===== src/rtl/vga_timing.sv =====
// ---------------------------------------------------------------------------
// vga_timing
//
// Purpose:
//   Raster timing generator for the paddle game (640x480@60 by default).
//   A clock divider produces a pixel tick; horizontal and vertical counters
//   walk the full raster, and every output is a registered decode of the
//   counters, refreshed on the pixel tick.
//
// Ports:
//   clck      - system clock
//   reset_n   - synchronous active-low reset
//   hsync     - horizontal sync, active low
//   vsync     - vertical sync, active low
//   visible   - current pixel lies inside the active area
//   vgax      - current pixel column (0 when the column is outside the active width)
//   vgay      - current pixel row (0 when the row is outside the active height)
//   update    - one-clck strobe when the raster enters vertical blanking
//   pix_tick  - one-clck strobe marking that the outputs just advanced a pixel
// ---------------------------------------------------------------------------
module vga_timing #(
    parameter int CLK_DIV   = 2,
    parameter int H_VISIBLE = 640,
    parameter int H_FRONT   = 16,
    parameter int H_SYNC    = 96,
    parameter int H_BACK    = 48,
    parameter int V_VISIBLE = 480,
    parameter int V_FRONT   = 10,
    parameter int V_SYNC    = 2,
    parameter int V_BACK    = 33
) (
    input  logic       clck,
    input  logic       reset_n,
    output logic       hsync,
    output logic       vsync,
    output logic       visible,
    output logic [9:0] vgax,
    output logic [8:0] vgay,
    output logic       update,
    output logic       pix_tick
);

    localparam int HT = H_VISIBLE + H_FRONT + H_SYNC + H_BACK;
    localparam int VT = V_VISIBLE + V_FRONT + V_SYNC + V_BACK;
    localparam int HW = $clog2(HT);
    localparam int VW = $clog2(VT);
    localparam int DW = (CLK_DIV > 1) ? $clog2(CLK_DIV) : 1;

    localparam logic [DW-1:0] DIV_LAST     = DW'(CLK_DIV - 1);
    localparam logic [HW-1:0] H_LAST       = HW'(HT - 1);
    localparam logic [HW-1:0] H_VIS_END    = HW'(H_VISIBLE);
    localparam logic [HW-1:0] H_SYNC_FIRST = HW'(H_VISIBLE + H_FRONT);
    localparam logic [HW-1:0] H_SYNC_LAST  = HW'(H_VISIBLE + H_FRONT + H_SYNC - 1);
    localparam logic [VW-1:0] V_LAST       = VW'(VT - 1);
    localparam logic [VW-1:0] V_VIS_END    = VW'(V_VISIBLE);
    localparam logic [VW-1:0] V_SYNC_FIRST = VW'(V_VISIBLE + V_FRONT);
    localparam logic [VW-1:0] V_SYNC_LAST  = VW'(V_VISIBLE + V_FRONT + V_SYNC - 1);

    logic [DW-1:0] divCount_q, divCount_d;
    logic          tick;
    logic [HW-1:0] hCount_q, hCount_d;
    logic [VW-1:0] vCount_q, vCount_d;
    logic          hInVis, vInVis;

    logic          hsync_q, hsync_d;
    logic          vsync_q, vsync_d;
    logic          visible_q, visible_d;
    logic [9:0]    vgax_q, vgax_d;
    logic [8:0]    vgay_q, vgay_d;
    logic          update_q, update_d;
    logic          pixTick_q, pixTick_d;

    // Pixel divider: the tick marks the last clck of each pixel period.
    // With CLK_DIV=1 the counter is pinned at zero and the tick is constant.
    always_comb begin
        tick       = (divCount_q == DIV_LAST);
        divCount_d = tick ? '0 : divCount_q + 1'b1;
    end

    // Raster counters: h steps once per tick and wraps at the end of the
    // line, carrying into v, which wraps at the end of the frame.
    always_comb begin
        hCount_d = hCount_q;
        vCount_d = vCount_q;
        if (tick) begin
            if (hCount_q == H_LAST) begin
                hCount_d = '0;
                vCount_d = (vCount_q == V_LAST) ? '0 : vCount_q + 1'b1;
            end else begin
                hCount_d = hCount_q + 1'b1;
            end
        end
    end

    // Output decode: the outputs capture the decode of the counter values
    // on the same tick that moves the counters on, so they show the pixel
    // the counters held one clck earlier and change only together with
    // pix_tick. update is a single-clck pulse on the tick that presents
    // the first blanking line's first pixel.
    always_comb begin
        hInVis    = (hCount_q < H_VIS_END);
        vInVis    = (vCount_q < V_VIS_END);
        hsync_d   = hsync_q;
        vsync_d   = vsync_q;
        visible_d = visible_q;
        vgax_d    = vgax_q;
        vgay_d    = vgay_q;
        update_d  = 1'b0;
        pixTick_d = tick;
        if (tick) begin
            visible_d = hInVis && vInVis;
            vgax_d    = hInVis ? 10'(hCount_q) : 10'd0;
            vgay_d    = vInVis ? 9'(vCount_q) : 9'd0;
            hsync_d   = !((hCount_q >= H_SYNC_FIRST) && (hCount_q <= H_SYNC_LAST));
            vsync_d   = !((vCount_q >= V_SYNC_FIRST) && (vCount_q <= V_SYNC_LAST));
            update_d  = (hCount_q == '0) && (vCount_q == V_VIS_END);
        end
    end

    // State registers. Reset restarts the raster at (0,0) with sync
    // deasserted, so a mid-frame reset never leaves a partial pulse.
    always_ff @(posedge clck) begin
        if (!reset_n) begin
            divCount_q <= '0;
            hCount_q   <= '0;
            vCount_q   <= '0;
            hsync_q    <= 1'b1;
            vsync_q    <= 1'b1;
            visible_q  <= 1'b0;
            vgax_q     <= '0;
            vgay_q     <= '0;
            update_q   <= 1'b0;
            pixTick_q  <= 1'b0;
        end else begin
            divCount_q <= divCount_d;
            hCount_q   <= hCount_d;
            vCount_q   <= vCount_d;
            hsync_q    <= hsync_d;
            vsync_q    <= vsync_d;
            visible_q  <= visible_d;
            vgax_q     <= vgax_d;
            vgay_q     <= vgay_d;
            update_q   <= update_d;
            pixTick_q  <= pixTick_d;
        end
    end

    assign hsync    = hsync_q;
    assign vsync    = vsync_q;
    assign visible  = visible_q;
    assign vgax     = vgax_q;
    assign vgay     = vgay_q;
    assign update   = update_q;
    assign pix_tick = pixTick_q;

endmodule


===== config.mk =====
export PLATFORM = sky130hd
export DESIGN_NAME = vga_timing
export DESIGN_NICKNAME = d
export VERILOG_FILES = /design/src/rtl/vga_timing.sv
export SDC_FILE = /design/constraint.sdc
export NUM_CORES = 1
export LEC_CHECK = 0
export CAP_MARGIN = 10
export CORE_MARGIN = 5
export CORE_UTILIZATION = 44
export CTS_CLUSTER_SIZE = 14
export DETAILED_ROUTE_END_ITERATION = 16
export PLACE_DENSITY = 0.66
export SLEW_MARGIN = 20
export SYNTH_ARGS = -nofsm -noshare
export SYNTH_HDL_FRONTEND = slang
export SYNTH_SLANG_ARGS = --single-unit

===== constraint.sdc =====
create_clock -name clck -period 2.3 [get_ports clck]
set_input_delay 0.46 -clock clck [delete_from_list [all_inputs] [get_ports clck]]
set_output_delay 0.46 -clock clck [all_outputs]
set_load 0.005 [all_outputs]

==> results of run 1 <==
cell type report:
type / instances / area, µm² / area share (%)
sequential: 45 / 900.9 / 39.00
tap: 52 / 65.06 / 2.817
multi-input combinational: 139 / 905.9 / 39.22
timing repair buffer: 34 / 317.8 / 13.76
clock buffer: 5 / 68.82 / 2.979
clock inverter: 3 / 21.27 / 0.9209
inverter: 8 / 30.03 / 1.300
registers in the layout (all words and copies together), names as in the netlist:
name,flops
hsync,1
vgay,9
vgax,10
vsync,1
divCount_q,1
update,1
visible,1
pix_tick,1
hCount_q,10
vCount_q,10
cell usage after synthesis, types with 3 or more instances:
cell type and instances:
sky130_fd_sc_hd__nor2b_1 9, sky130_fd_sc_hd__clkbuf_1 8, sky130_fd_sc_hd__inv_1 8, sky130_fd_sc_hd__and2_1 5, sky130_fd_sc_hd__a21boi_0 4, sky130_fd_sc_hd__dfxtp_1 45, sky130_fd_sc_hd__or3_1 5, sky130_fd_sc_hd__nor4_1 3
sky130_fd_sc_hd__ha_1 4, sky130_fd_sc_hd__a22o_1 16, sky130_fd_sc_hd__a21oi_1 10, sky130_fd_sc_hd__nor2_1 11, sky130_fd_sc_hd__and3_1 3, sky130_fd_sc_hd__xnor2_1 7, sky130_fd_sc_hd__o21ai_0 5, sky130_fd_sc_hd__buf_2 3
sky130_fd_sc_hd__nand2_1 13, sky130_fd_sc_hd__nand4_1 7, sky130_fd_sc_hd__nor3_1 5, sky130_fd_sc_hd__nand3_1 12
report_power, final:
group          total (µW)  internal, µW  switching, µW  leakage (µW)
Clock                 500           216            285     0.0000445
Combinational        64.5          28.0           36.5      0.000402
Sequential            789           785           3.69      0.000364
Total                1350          1030            325      0.000810
worst register-to-register path: cells and delay by family, from the launching register on:
family / cells / cell delay (ns)
simple gates: 3 / 0.94
flops: 1 / 0.48
buf+inv: 1 / 0.22
compound gates: 1 / 0.15
metal layers:
| layer | routed length [µm] | vias up |
|---|---|---|
| met4 | 62 | 0 |
| li1 | - | 792 |
| met3 | 184 | 6 |
| met2 | 1736 | 25 |
| met5 | 0 | - |
| met1 | 2083 | 709 |
how the worst min path moves through the flow:
stage,from,to,cells past startpoint
floorplan,vsync,vsync,2
global route,vsync,vsync,2
detailed placement,vsync,vsync,2
CTS,vsync,vsync,2
global placement,vsync,vsync,2
finish,vsync,vsync,2
placed cells by master (no fill, tap or decap), types with 4 or more instances in the layout:
master and count:
sky130_fd_sc_hd__xnor2_1 7, sky130_fd_sc_hd__dfxtp_1 45, sky130_fd_sc_hd__a22o_1 16, sky130_fd_sc_hd__inv_1 8, sky130_fd_sc_hd__nand3_1 12, sky130_fd_sc_hd__nand4_1 7
sky130_fd_sc_hd__a21boi_0 4, sky130_fd_sc_hd__nor2b_1 9, sky130_fd_sc_hd__a21oi_1 10, sky130_fd_sc_hd__nand2_1 13, sky130_fd_sc_hd__o21ai_0 5, sky130_fd_sc_hd__and2_1 5
sky130_fd_sc_hd__or3_1 5, sky130_fd_sc_hd__buf_4 9, sky130_fd_sc_hd__ha_1 4, sky130_fd_sc_hd__clkbuf_8 5, sky130_fd_sc_hd__nor3_1 5, sky130_fd_sc_hd__clkdlybuf4s50_1 25
sky130_fd_sc_hd__nor2_1 11
kinds of logic (layout without fill, tap and decap cells):
logic type | Yosys count | after routing
AOI/OAI and AO/OA | 43 | 43
xor gates and xnor gates | 8 | 8
adders and majority gates | 4 | 4
buffers and inverters | 21 | 50
DFF | 45 | 45
and+or+nand+nor | 84 | 84
metrics by stage:
| step | instances | util (%) | worst slack [ns] | total power (µW) | instance area, µm² |
|---|---|---|---|---|---|
| final | 286 | 54.17 | 0.4478 | 1354 | 2310 |
| after floorplan | 205 | - | 0.6086 | 842.5 | 1901 |
| after global placement | 278 | 52.05 | 0.5079 | 871.7 | 2220 |
| after detailed placement | 278 | 52.05 | 0.4526 | 872.4 | 2220 |
| after global routing | 286 | 54.17 | 0.2551 | 1408 | 2310 |
| after CTS | 286 | 54.17 | 0.4297 | 1366 | 2310 |
==> metrics.txt, run 1 <==
# TYPE chip_impl_metric gauge
chip_impl_info{name="run_status",value="finished, final reports clean"} 1
chip_impl_metric{name="slowest_delay",unit="ns"} 0.51
chip_impl_metric{name="fin_tns_setup",unit="ns"} 0
chip_impl_metric{name="worst-r2r-cell-count",unit=""} 5
chip_impl_metric{name="count_of_pins_over_their_slew_limit",unit=""} 0
chip_impl_metric{name="skew",unit="ns"} 0.004639
chip_impl_metric{name="drc",unit=""} 0
chip_impl_metric{name="number_of_max_capacitance_violations_reported",unit=""} 0
chip_impl_metric{name="cp_data_required_time",unit="ns"} 2.54
chip_impl_info{name="cts_tree",value="done"} 1
chip_impl_info{name="postSynth.topFlopCell",value="sky130_fd_sc_hd__dfxtp_1"} 1
chip_impl_info{name="setup.worst_path.end_class",value="register"} 1
chip_impl_info{name="crit_path_top_delay_cell",value="sky130_fd_sc_hd__or4b_1"} 1
chip_impl_metric{name="grt_antenna_before_repair",unit=""} 0
chip_impl_metric{name="replace_congestion",unit=""} 0.8537
chip_impl_metric{name="power.ir.vdd_worst",unit="µV"} 252.0
chip_impl_metric{name="whs",unit="ns"} 0.4510
chip_impl_metric{name="finalNetCount",unit=""} 239
chip_impl_metric{name="cts-resized-gates",unit=""} 0
chip_impl_metric{name="cts-htree-levels",unit=""} 2
chip_impl_metric{name="synth.yosys.seq_area_share",unit="%"} 47.40
chip_impl_metric{name="clock_path_buffers",unit=""} 2
chip_impl_metric{name="effective_utilization_at_floorplan",unit="%"} 44.57
chip_impl_metric{name="area_growth_syn_to_layout",unit="%"} 21.53
chip_impl_metric{name="synth_cell_type_count",unit=""} 37
chip_impl_info{name="path_class",value="reg -> reg"} 1
chip_impl_metric{name="grtUsageTotal",unit="%"} 16.10
chip_impl_metric{name="p_leak",unit="µW"} 0.0008100
chip_impl_metric{name="tightest_slew",unit="ns"} 0.4608
chip_impl_metric{name="drive_gt1_share",unit="%"} 7.692
chip_impl_metric{name="first_global_vias",unit=""} 1397
chip_impl_metric{name="floorplan.die_area",unit="µm²"} 5734
chip_impl_info{name="synth_top_family_by_area",value="simple AND/OR/NAND/NOR gates"} 1
chip_impl_info{name="timing.critical_path.to",value="vCount_q[5]"} 1
chip_impl_metric{name="layout.filler_cells",unit=""} 404
chip_impl_metric{name="synth_enable_flop_cells",unit=""} 0
chip_impl_metric{name="grt_use_met1",unit="%"} 24.35
chip_impl_metric{name="num_vias",unit=""} 1532
chip_impl_metric{name="synth_simple_gate_area_share",unit="%"} 25.21
chip_impl_metric{name="synth-adder-area-share",unit="%"} 2.633
chip_impl_metric{name="placement.io_buffers",unit=""} 25
chip_impl_metric{name="async_reset_ff_share",unit="%"} 0
chip_impl_metric{name="globalRouteMet3Util",unit="%"} 4.090
chip_impl_info{name="synth.largest_area_cell",value="sky130_fd_sc_hd__dfxtp_1"} 1
chip_impl_info{name="crit_chain",value="nor4b_4 > nand4_1 > buf_4 > or4b_1 > a21oi_1"} 1
chip_impl_metric{name="post_cts_hold_buffer_count",unit=""} 0
chip_impl_metric{name="synth_compound_area_share",unit="%"} 16.13
chip_impl_metric{name="detail-route-antenna-nets",unit=""} 0
chip_impl_metric{name="timing.final.setup_violations",unit=""} 0
chip_impl_metric{name="power.density_cell_area",unit="nW/µm²"} 586.2
chip_impl_metric{name="cts_setup_buffers",unit=""} 0
chip_impl_metric{name="grt_remaining_overflow",unit=""} 0
chip_impl_info{name="clockRootBuffer",value="sky130_fd_sc_hd__clkbuf_8"} 1
chip_impl_info{name="hold_class",value="reg -> reg"} 1
chip_impl_metric{name="wirelength",unit="µm"} 4066
chip_impl_metric{name="path_clk_slew",unit="ns"} 0.09
chip_impl_metric{name="io_pins",unit=""} 26
chip_impl_metric{name="die_height",unit="µm"} 75.72
chip_impl_metric{name="mux_contribution_to_synthesized_area",unit="%"} 0
chip_impl_metric{name="drt_first_pass_iters",unit=""} 4
chip_impl_metric{name="core_area",unit="µm²"} 4264
chip_impl_info{name="critPathTopFamily",value="simple AND/OR/NAND/NOR gates"} 1
chip_impl_metric{name="final_hold_violation_count",unit=""} 0
chip_impl_metric{name="synth_area",unit="µm²"} 1901
chip_impl_metric{name="clk-insertion-delay-late",unit="ns"} 0.30
chip_impl_metric{name="clock_sinks",unit=""} 45
chip_impl_metric{name="postSynthRegisterBits",unit=""} 45
chip_impl_metric{name="yosys.area.top_type_share",unit="%"} 47.40
chip_impl_metric{name="syn_avg_cell_area",unit="µm²"} 9.271
chip_impl_metric{name="n_antenna_cell",unit=""} 0
chip_impl_metric{name="worstPathMaxFanout",unit=""} 20
chip_impl_info{name="regToRegStartpoint",value="hCount_q[9]"} 1
chip_impl_metric{name="detail_route.iter0.violations",unit=""} 110
chip_impl_metric{name="yosys_warnings",unit=""} 0
chip_impl_info{name="worst_setup_path_start_kind",value="register"} 1
chip_impl_metric{name="chipWidth",unit="µm"} 75.72
chip_impl_metric{name="critical_path_buf_inv_count",unit=""} 1
chip_impl_metric{name="detail_route.vias_per_cell",unit=""} 5.357
chip_impl_metric{name="fmax",unit="GHz"} 0.5399
chip_impl_metric{name="cts-buffers-inserted",unit=""} 5
chip_impl_info{name="rsz0062_at_grt",value="false"} 1
chip_impl_metric{name="slew_headroom",unit="%"} 69.16
chip_impl_metric{name="synthXorXnorAreaFrac",unit="%"} 3.687
chip_impl_info{name="critical_path.startpoint",value="hCount_q[9]"} 1
chip_impl_metric{name="crit_cells",unit=""} 5
chip_impl_metric{name="post-dp-hpwl",unit="µm"} 2861
chip_impl_metric{name="grt_use_met2",unit="%"} 21.76
chip_impl_metric{name="reg2reg_slack",unit="ns"} 0.45
chip_impl_metric{name="syn_inst",unit=""} 205
chip_impl_metric{name="grt_max_degree",unit=""} 21
chip_impl_metric{name="grt_first_pass_wirelength",unit="µm"} 6941
chip_impl_metric{name="syn-num-nets",unit=""} 211
chip_impl_metric{name="num_rows",unit=""} 24
chip_impl_metric{name="final.min_clock_period",unit="ns"} 1.852
chip_impl_info{name="synth_top_cells_by_area",value="sky130_fd_sc_hd__dfxtp_1 (47%), sky130_fd_sc_hd__a22o_1 (7.4%), sky130_fd_sc_hd__xnor2_1 (3.2%)"} 1
chip_impl_info{name="reg2reg_to",value="vCount_q[5]"} 1
chip_impl_info{name="globalRoute.busiestLayer",value="met1"} 1
chip_impl_metric{name="avgRoutedWirePerCell",unit="µm"} 14.22
chip_impl_metric{name="finalCritPeriodShare",unit="%"} 80.53
chip_impl_metric{name="arrival",unit="ns"} 2.09
No activity file was read; power rests on OpenSTA's default activity.
==> run 2, diff against run 1 <==
PLACE_DENSITY = 0.69   (was 0.66)
clock period = 1.7 ns   (was 2.3 ns; I/O delays follow)
==> run 2 against run 1 <==
Net effect:
- critical path depth up 1
- clock power rose by 42%
- utilization up 5.0 points
- clock skew up 0.0032 ns
- die area unchanged
- design area grew 9.3%
- sequential power grew 36%
- largest power group unchanged
- non-clock buffer count rose by 22
- sequential share of layout area decreased by 3.3 points
- largest cell class unchanged
==> metrics.txt, run 2 (synthesis gave the netlist of run 1 again) <==
# TYPE chip_impl_metric gauge
chip_impl_metric{name="n_antenna_cell",unit=""} 0
chip_impl_metric{name="final.setup.worst_slack",unit="ns"} 0.02713
chip_impl_metric{name="clock_sinks",unit=""} 45
chip_impl_metric{name="utilization",unit="%"} 59.18
chip_impl_metric{name="io_pins",unit=""} 26
chip_impl_metric{name="drive_gt1_share",unit="%"} 18.75
chip_impl_metric{name="reg2reg_slack",unit="ns"} 0.03
chip_impl_metric{name="placement.io_buffers",unit=""} 25
chip_impl_metric{name="num_vias",unit=""} 1666
chip_impl_info{name="timing.critical_path.to",value="vCount_q[7]"} 1
chip_impl_metric{name="switching_share",unit="%"} 21.34
chip_impl_metric{name="chipWidth",unit="µm"} 75.72
chip_impl_info{name="worst_setup_path_start_kind",value="register"} 1
chip_impl_metric{name="finalNetCount",unit=""} 261
chip_impl_info{name="critical_path.startpoint",value="hCount_q[0]"} 1
chip_impl_metric{name="slew_headroom",unit="%"} 71.16
chip_impl_metric{name="intPower",unit="µW"} 1472
chip_impl_metric{name="timing.final.setup_violations",unit=""} 0
chip_impl_metric{name="grtUsageTotal",unit="%"} 16.75
chip_impl_metric{name="detail-route-antenna-nets",unit=""} 0
chip_impl_metric{name="replace_congestion",unit=""} 0.8339
chip_impl_metric{name="tightest_slew",unit="ns"} 0.4311
chip_impl_metric{name="power_frac_clock",unit="%"} 37.9
chip_impl_metric{name="arrival",unit="ns"} 1.90
chip_impl_info{name="crit_chain",value="ha_1 > and2_1 > nand4_1 > buf_4 > or4_1 > a21oi_1"} 1
chip_impl_metric{name="final_hold_violation_count",unit=""} 0
chip_impl_info{name="hold_class",value="reg -> reg"} 1
chip_impl_info{name="clockRootBuffer",value="sky130_fd_sc_hd__clkbuf_8"} 1
chip_impl_metric{name="number_of_max_capacitance_violations_reported",unit=""} 0
chip_impl_metric{name="slowest_delay",unit="ns"} 0.49
chip_impl_metric{name="detail_route.iter0.violations",unit=""} 76
chip_impl_info{name="crit_path_top_delay_cell",value="sky130_fd_sc_hd__or4_1"} 1
chip_impl_metric{name="net-switching-power",unit="µW"} 399.4
chip_impl_metric{name="clk-insertion-delay-late",unit="ns"} 0.30
chip_impl_metric{name="regArea",unit="µm²"} 902.1
chip_impl_metric{name="avgRoutedWirePerCell",unit="µm"} 14.22
chip_impl_metric{name="grt_antenna_before_repair",unit=""} 0
chip_impl_metric{name="worst-r2r-cell-count",unit=""} 6
chip_impl_metric{name="whs",unit="ns"} 0.4485
chip_impl_metric{name="fin_total_pwr",unit="µW"} 1872
chip_impl_metric{name="power.density_cell_area",unit="nW/µm²"} 741.6
chip_impl_metric{name="placed_area",unit="µm²"} 2355
chip_impl_metric{name="detail_route.vias_per_cell",unit=""} 5.409
chip_impl_metric{name="cts-htree-levels",unit=""} 2
chip_impl_metric{name="skew",unit="ns"} 0.007856
chip_impl_metric{name="detailedPlace.worstSlack",unit="ns"} 0.01573
chip_impl_metric{name="effective_utilization_at_floorplan",unit="%"} 44.57
chip_impl_metric{name="core_area",unit="µm²"} 4264
chip_impl_metric{name="final_design_area_no_fill",unit="µm²"} 2524
chip_impl_info{name="final_common_cell",value="sky130_fd_sc_hd__dfxtp_1"} 1
chip_impl_info{name="setup.worst_path.end_class",value="register"} 1
chip_impl_metric{name="die_height",unit="µm"} 75.72
chip_impl_metric{name="first_global_vias",unit=""} 1576
chip_impl_metric{name="area_growth_syn_to_layout",unit="%"} 32.78
chip_impl_metric{name="post-dp-hpwl",unit="µm"} 3231
chip_impl_metric{name="power.ir.vdd_worst",unit="µV"} 443.7
chip_impl_metric{name="drt_first_pass_iters",unit=""} 4
chip_impl_metric{name="clock_path_buffers",unit=""} 2
chip_impl_info{name="layout.cells.most_common_list",value="sky130_fd_sc_hd__dfxtp_1 (44), sky130_fd_sc_hd__buf_4 (30), sky130_fd_sc_hd__clkdlybuf4s50_1 (25)"} 1
chip_impl_metric{name="cp_data_required_time",unit="ns"} 1.93
chip_impl_metric{name="final.min_clock_period",unit="ns"} 1.673
chip_impl_metric{name="multi_input_area",unit="µm²"} 938.4
chip_impl_metric{name="grt_first_pass_wirelength",unit="µm"} 7293
chip_impl_info{name="path_class",value="reg -> reg"} 1
chip_impl_metric{name="path_clk_slew",unit="ns"} 0.08
chip_impl_metric{name="p_leak",unit="µW"} 0.0009379
chip_impl_metric{name="layout.filler_cells",unit=""} 395
chip_impl_info{name="cts_tree",value="done"} 1
chip_impl_metric{name="num_rows",unit=""} 24
chip_impl_metric{name="cts-buffers-inserted",unit=""} 5
chip_impl_metric{name="drc",unit=""} 0
chip_impl_info{name="reg2reg_to",value="vCount_q[7]"} 1
chip_impl_metric{name="worstPathMaxFanout",unit=""} 6
chip_impl_metric{name="seq_power_share",unit="%"} 57.1
chip_impl_info{name="regToRegStartpoint",value="hCount_q[0]"} 1
chip_impl_metric{name="floorplan.die_area",unit="µm²"} 5734
chip_impl_info{name="run_status",value="finished, final reports clean"} 1
chip_impl_metric{name="wirelength",unit="µm"} 4379
chip_impl_metric{name="comb_power_share",unit="%"} 5.0
chip_impl_metric{name="finalCritPeriodShare",unit="%"} 98.40
chip_impl_metric{name="grt_remaining_overflow",unit=""} 0
chip_impl_metric{name="grt_max_degree",unit=""} 17
chip_impl_metric{name="fmax",unit="GHz"} 0.5978
chip_impl_metric{name="count_of_pins_over_their_slew_limit",unit=""} 0
==> run 2: cell types whose count changed in the layout (fill, tap and decap cells not counted), moves of 2 or more <==
cell                       before  now
sky130_fd_sc_hd__a21oi_2        0    3
sky130_fd_sc_hd__or3_4          0    2
sky130_fd_sc_hd__o21ai_1        1    3
sky130_fd_sc_hd__a21oi_1       10    7
sky130_fd_sc_hd__buf_4          9   30
sky130_fd_sc_hd__o21ai_0        5    3
sky130_fd_sc_hd__or3_1          5    3
sky130_fd_sc_hd__clkbuf_8       5    7
==> run 2: power groups by stage <==
stage	Sequential (µW)	Combinational, µW	Clock, µW
finish	1070	93.9	710
global route	1070	106	781
CTS	1070	94.2	734
detailed placement	1090	93.4	0
global placement	1090	92.9	0
floorplan	1100	43.7	0
==> run 2: metrics by stage <==
stage,TNS [ns],cells
after floorplan,0,205
after global placement,0,296
after detailed placement,0,296
after CTS,0,306
after global routing,-0.008882,308
final,0,308
==> run 2: layout make-up <==
cell class | instances | share of cell area (%)
multi-input combinational | 139 | 37.18
sequential | 45 | 35.75
timing repair buffer | 56 | 19.29
clock buffer | 7 | 3.818
tap | 52 | 2.578
inverter | 8 | 1.190
clock inverter | 1 | 0.1983
==> run 2: layer usage <==
layer	up-vias	global-route usage, %	part of all wire (%)
li1	835	-	-
met1	791	21.10	47
met2	34	27.33	48
met3	6	4.617	4.3
met4	0	6.214	1.4
met5	-	0	0
==> run 2: critical path, delay by kind of cell (launching register included) <==
kind	cells	cell delay, ns
AO/OA/AOI/OAI	1	0.14
flip-flops	1	0.34
buffers and inverters	1	0.18
AND/OR/NAND/NOR	3	0.76
adder cells (fa/ha/maj)	1	0.18
==> run 2: repair_timing <==
item,CTS,global route
setup buffers,2,2
resized for setup,0,11
pin swaps,1,10
hold buffers,0,0
setup endpoints to repair,2,13
==> run 2: worst min-delay path by stage <==
stage / start / to / cells after the start
after global placement: vsync / vsync / 2
final: vsync / vsync / 2
after floorplan: vsync / vsync / 2
after global routing: vsync / vsync / 2
after CTS: vsync / vsync / 2
after detailed placement: vsync / vsync / 2
